[src/rtl/pc_fetch_unit.sv]
// ---------------------------------------------------------------------------
// pc_fetch_unit
// Program-counter register and instruction-fetch sequencer for the RV32I core.
// Issues instruction-memory requests, keeps a one-entry skid buffer for words
// that arrive while decode is stalled, applies branch redirects and traps on
// misaligned branch targets.
//
// Ports
//   clk            core clock, rising edge
//   rst_n          asynchronous active-low reset
//   seq_pc         pc_out + 4 from the external PC adder, used as given
//   branch_taken   one-cycle redirect request (highest priority)
//   branch_target  redirect address
//   stall          decode cannot accept a new instruction this cycle
//   imem_req       fetch request
//   imem_addr      fetch address (pc_out, except the stale address in DRAIN)
//   imem_ack       memory returns imem_rdata this cycle
//   imem_rdata     fetched word
//   pc_out         current fetch PC
//   inst_out       instruction to decode (NOP_INST when none is held)
//   inst_pc        PC of inst_out
//   inst_valid     inst_out is a real instruction
//   misaligned     sticky trap flag
// ---------------------------------------------------------------------------
module pc_fetch_unit #(
    parameter logic [31:0] RESET_VECTOR = 32'h0000_0000,
    parameter logic [31:0] NOP_INST     = 32'h0000_0013
) (
    input  logic        clk,
    input  logic        rst_n,
    input  logic [31:0] seq_pc,
    input  logic        branch_taken,
    input  logic [31:0] branch_target,
    input  logic        stall,
    output logic        imem_req,
    output logic [31:0] imem_addr,
    input  logic        imem_ack,
    input  logic [31:0] imem_rdata,
    output logic [31:0] pc_out,
    output logic [31:0] inst_out,
    output logic [31:0] inst_pc,
    output logic        inst_valid,
    output logic        misaligned
);

    typedef enum logic [2:0] {
        S_IDLE,
        S_FETCH,
        S_HOLD,
        S_DRAIN,
        S_TRAP
    } state_e;

    state_e      state_q;
    logic        req_q;
    logic [31:0] pc_q;
    logic [31:0] drain_addr_q;
    logic [31:0] inst_q;
    logic [31:0] inst_pc_q;
    logic        inst_valid_q;
    logic        mis_q;
    logic [31:0] skid_inst_q;
    logic [31:0] skid_pc_q;

    logic        tgt_misaligned;

    assign tgt_misaligned = (branch_target[1:0] != 2'b00);

    always_ff @(posedge clk or negedge rst_n) begin
        if (!rst_n) begin
            state_q      <= S_IDLE;
            req_q        <= 1'b0;
            pc_q         <= RESET_VECTOR;
            drain_addr_q <= RESET_VECTOR;
            inst_q       <= NOP_INST;
            inst_pc_q    <= 32'd0;
            inst_valid_q <= 1'b0;
            mis_q        <= 1'b0;
            skid_inst_q  <= NOP_INST;
            skid_pc_q    <= 32'd0;
        end else if (branch_taken && (state_q != S_TRAP)) begin
            // Redirect beats stall and any data returned this cycle.
            pc_q         <= branch_target;
            inst_q       <= NOP_INST;
            inst_valid_q <= 1'b0;
            skid_inst_q  <= NOP_INST;
            skid_pc_q    <= 32'd0;
            if (tgt_misaligned) begin
                mis_q <= 1'b1;
            end
            if ((state_q == S_FETCH) && !imem_ack) begin
                // Request still outstanding: finish it at the old address.
                state_q      <= S_DRAIN;
                drain_addr_q <= pc_q;
                req_q        <= 1'b1;
            end else if (state_q == S_DRAIN) begin
                // Keep draining the original stale request.
                state_q <= S_DRAIN;
                req_q   <= 1'b1;
            end else if (tgt_misaligned) begin
                state_q <= S_TRAP;
                req_q   <= 1'b0;
            end else begin
                state_q <= S_FETCH;
                req_q   <= 1'b1;
            end
        end else begin
            case (state_q)
                S_IDLE: begin
                    state_q <= S_FETCH;
                    req_q   <= 1'b1;
                end
                S_FETCH: begin
                    if (imem_ack) begin
                        pc_q <= seq_pc;
                        if (!stall) begin
                            inst_q       <= imem_rdata;
                            inst_pc_q    <= pc_q;
                            inst_valid_q <= 1'b1;
                        end else begin
                            // Decode busy: park the word and stop fetching.
                            skid_inst_q <= imem_rdata;
                            skid_pc_q   <= pc_q;
                            state_q     <= S_HOLD;
                            req_q       <= 1'b0;
                        end
                    end else if (!stall) begin
                        inst_q       <= NOP_INST;
                        inst_valid_q <= 1'b0;
                    end
                end
                S_HOLD: begin
                    if (!stall) begin
                        inst_q       <= skid_inst_q;
                        inst_pc_q    <= skid_pc_q;
                        inst_valid_q <= 1'b1;
                        state_q      <= S_FETCH;
                        req_q        <= 1'b1;
                    end
                end
                S_DRAIN: begin
                    if (imem_ack) begin
                        // Stale data is dropped; a pending trap wins over fetch.
                        if (mis_q) begin
                            state_q <= S_TRAP;
                            req_q   <= 1'b0;
                        end else begin
                            state_q <= S_FETCH;
                            req_q   <= 1'b1;
                        end
                    end
                end
                S_TRAP: begin
                    req_q        <= 1'b0;
                    inst_valid_q <= 1'b0;
                end
                default: begin
                    state_q <= S_IDLE;
                    req_q   <= 1'b0;
                end
            endcase
        end
    end

    assign imem_req   = req_q;
    assign imem_addr  = (state_q == S_DRAIN) ? drain_addr_q : pc_q;
    assign pc_out     = pc_q;
    assign inst_out   = inst_q;
    assign inst_pc    = inst_pc_q;
    assign inst_valid = inst_valid_q;
    assign misaligned = mis_q;

endmodule

[config.mk]
export PLATFORM = sky130hd
export DESIGN_NAME = pc_fetch_unit
export DESIGN_NICKNAME = d
export VERILOG_FILES = /design/src/rtl/pc_fetch_unit.sv
export SDC_FILE = /design/constraint.sdc
export NUM_CORES = 1
export LEC_CHECK = 0
export CAP_MARGIN = 15
export CORE_MARGIN = 5
export CORE_UTILIZATION = 25
export CTS_CLUSTER_DIAMETER = 120
export DETAILED_ROUTE_END_ITERATION = 6
export GPL_TIMING_DRIVEN = 0
export RECOVER_POWER = 100
export SYNTH_ARGS = -nofsm -noshare
export SYNTH_HDL_FRONTEND = slang
export SYNTH_SLANG_ARGS = --single-unit
[constraint.sdc]
create_clock -name clk -period 5 [get_ports clk]
set_input_delay 0.75 -clock clk [delete_from_list [all_inputs] [get_ports clk]]
set_output_delay 0.75 -clock clk [all_outputs]
set_load 0.01 [all_outputs]
==> reports/qor.csv <==
metric;value;unit
Hold-fix buffers, CTS;0;
clock transition at the registers of the reported paths;0.07;ns
total area of multi-input combinational cells;0.003741;mm2
die height;201.7;um
Die W;201.7;um
number of warnings printed during yosys synthesis;0;
layout overhead on the synthesized area;36.65;%
time the worst path needs with I/O delays and setup;4.167;ns
sequential area share after synthesis;54.01;%
Placer Congestion;0.7692;
remaining routing DRC violations;0;
antenna violations before repair;0;
worst rel slew slack;-70.29;%
Row Count;70;
post-synthesis compound-gate area fraction;14.10;%
synthesized cell area;0.009188;mm2
via-per-instance ratio;4.655;
net count after synthesis;846;
largest fanout of any net on the critical path;10;
endpoints failing setup;0;
Layout Nets;1096;
post-synthesis share of cell area spent on full adders, half adders and majority gates;0.1089;%
wire length of the first global-routing pass;43770;um
multiplexer share of the synthesized area;19.50;%
number of CTS-inserted buffers;17;
Max Clock Skew;0.01276;ns
wire length reported by the detailed router;27930;um
Post-CTS Resized;0;
CTS tree;done;
clock network latency to the later pin of the worst-skew pair;0.44;ns
routed wire length per instance;18.92;um
synthesized area divided by synthesized cell count;12.33;um2
fraction of layout cells with a size suffix above 1;16.67;%
data required time of the worst path;4.25;ns
top flip-flop cell by instance count after synthesis;sky130_fd_sc_hd__dfrtp_1;
violations in the final reports;capacitance limit, slew limit;
RSZ-0062 raised after global routing;no;
IR Drop Worst-Case VDD;0.2400;mV
placed insts;1444;
first drt pass iteration count;4;
arrival time reported for the critical path endpoint;3.42;ns
post-synth top area share;52.29;%
leading post-synthesis cells by cell area;sky130_fd_sc_hd__dfrtp_1 (52%), sky130_fd_sc_hd__mux2_2 (13%), sky130_fd_sc_hd__a22o_1 (5.8%);
post-synth top area cell;sky130_fd_sc_hd__dfrtp_1;
max capacitance violation total;2;
dpl ws;1.820;ns
post-detail-place hpwl;20110;um
Synth top cells by count;sky130_fd_sc_hd__dfrtp_1 (192), sky130_fd_sc_hd__mux2_2 (103), sky130_fd_sc_hd__nand2_1 (68);
Critical Path Sink Type;primary output;
final count of hold timing violations;0;
global route total overflow;0;
number of global-route vias before repair;7179;
placeable core area;0.03643;mm2
Sequential cell area;0.004962;mm2
cell leakage power;5.834;nW
worst-margin pin slew;2.554;ns
IO Count;232;
First DRT Iteration DRCs;284;
cell count after synthesis;745;
die area;0.04068;mm2
combinational family with the most area after synthesis;multiplexers;
startpoint type of the worst setup path;flop;
non-filler instance count after layout;1476;
Post-synth EDFFs;0;
Sink Count;198;
worst-case setup margin in the final layout;0.8329;ns
run status;finished with violations;
antenna cell count;0;
PD cells;412.1;mW/mm2
max-slew violation total from the final report;109;
Synth Area in XOR/XNOR;0.09533;%
Port-buffer cells;230;
type of the tightest min-delay check;flop to flop;
area fraction in and, or, nand and nor cells after synthesis;7.122;%
worst hold-check slack;0.4716;ns
largest net degree at the start of global routing;102;
share of flip-flops with an asynchronous set or reset;100.0;%
CTS Buffer Depth;2;
Initial Util;25.22;%
end-of-flow core utilization;34.46;%
Total GRT Usage;13.81;%
number of synthesized register bits;198;
distinct cell type count after synthesis;45;
number of buffers added for setup after CTS;0;
cell with the most instances after synthesis;sky130_fd_sc_hd__dfrtp_1;
root cell of the clock tree;sky130_fd_sc_hd__clkbuf_16;
post-route ant nets;0;
vias after detailed routing;6871;
Max Clk Rate;240.0;MHz
overall power of the completed layout;5.173;mW
number of H-tree levels;4;
Final period util;83.34;%
kind of critical path;flop to primary output;
# fillers;3695;
final cells by class:
cell class / instances / area share [%]
inverters: 6 / 0.1794
plain buffers: 63 / 2.711
repair buffers: 231 / 18.52
clock inverters: 13 / 1.156
flip-flops and latches: 198 / 39.53
well taps: 468 / 4.664
multi-input cells: 478 / 29.80
clock buffers: 19 / 3.448
cell families (layout without fill, tap and decap cells):
logic type                 Yosys count  count (layout)
muxes                              163             163
adders and majority gates            1               1
xor gates and xnor gates             1               1
AOI/OAI and AO/OA                  183             183
buffers and inverters               69             332
and+or+nand+nor                    130             130
DFF                                198             198
per-layer routing:
layer	global-route usage [%]	wire [um]	part of all wire, %
met1	18.60	13000	47
met4	3.247	232	0.83
met3	4.255	1924	6.9
met2	21.89	12770	46
met5	0	0	0
through the flow:
stage / area, um2 / setup TNS, ns
finish: 12550 / 0
global route: 12550 / 0
CTS: 12690 / 0
detailed placement: 12110 / 0
global placement: 12080 / -1089.16
floorplan: 9188 / 0
critical path: stages (launching register included):
cell and delay [ns]:
sky130_fd_sc_hd__dfrtp_1 0.33, sky130_fd_sc_hd__clkbuf_1 0.37, sky130_fd_sc_hd__buf_4 0.27, sky130_fd_sc_hd__nand3b_1 0.36, sky130_fd_sc_hd__clkbuf_1 0.60, sky130_fd_sc_hd__mux2_2 0.41, sky130_fd_sc_hd__dlygate4sd3_1 0.62
placed cells by master, fill, tap and decap left out, types with 6 or more instances in the layout:
cell type                         netlist  layout
sky130_fd_sc_hd__nor2_1                 9       9
sky130_fd_sc_hd__o21ai_0                7      35
sky130_fd_sc_hd__buf_4                  7       6
sky130_fd_sc_hd__mux2i_1               35      35
sky130_fd_sc_hd__clkbuf_1              11      38
sky130_fd_sc_hd__mux2_2               103      99
sky130_fd_sc_hd__nand2_1               68      68
sky130_fd_sc_hd__a22o_1                61      61
sky130_fd_sc_hd__a21oi_1               39      39
sky130_fd_sc_hd__dfrtp_1              192     192
sky130_fd_sc_hd__dlygate4sd3_1          0     126
sky130_fd_sc_hd__dfstp_2                6       6
sky130_fd_sc_hd__inv_1                  6       6
sky130_fd_sc_hd__and3_1                29      29
sky130_fd_sc_hd__clkdlybuf4s50_1        0     103
sky130_fd_sc_hd__buf_2                 27      14
sky130_fd_sc_hd__o31ai_1               29      29
sky130_fd_sc_hd__mux2_1                25      29
sky130_fd_sc_hd__clkbuf_16              0      17
where the power goes:
part / internal (mW) / switching [mW]
clock network: 0.707 / 0.671
registers: 1.92 / 0.302
logic: 0.925 / 0.648
sequential cells by signal (all words and copies together) (netlist names), 3 cells and up:
name	flops
drain_addr_q	32
inst_pc	32
state_q	3
skid_pc_q	32
skid_inst_q	32
pc_out	32
inst_out	32
path summary, 6_finish.rpt:
kind,from,endpoint,slack (ns),cells after the start
hold / removal,inst_out[2],inst_out[2],0.47,2
min in group asynchronous,rst_n,skid_inst_q[29],1.07,1
max in group asynchronous,rst_n,skid_pc_q[24],2.40,1
setup / recovery,state_q[2],imem_addr[11],0.83,6
setup reg to reg,state_q[0],pc_out[23],1.02,6
hold reg to reg,inst_out[2],inst_out[2],0.47,2
No activity file was read; power rests on OpenSTA's default activity.
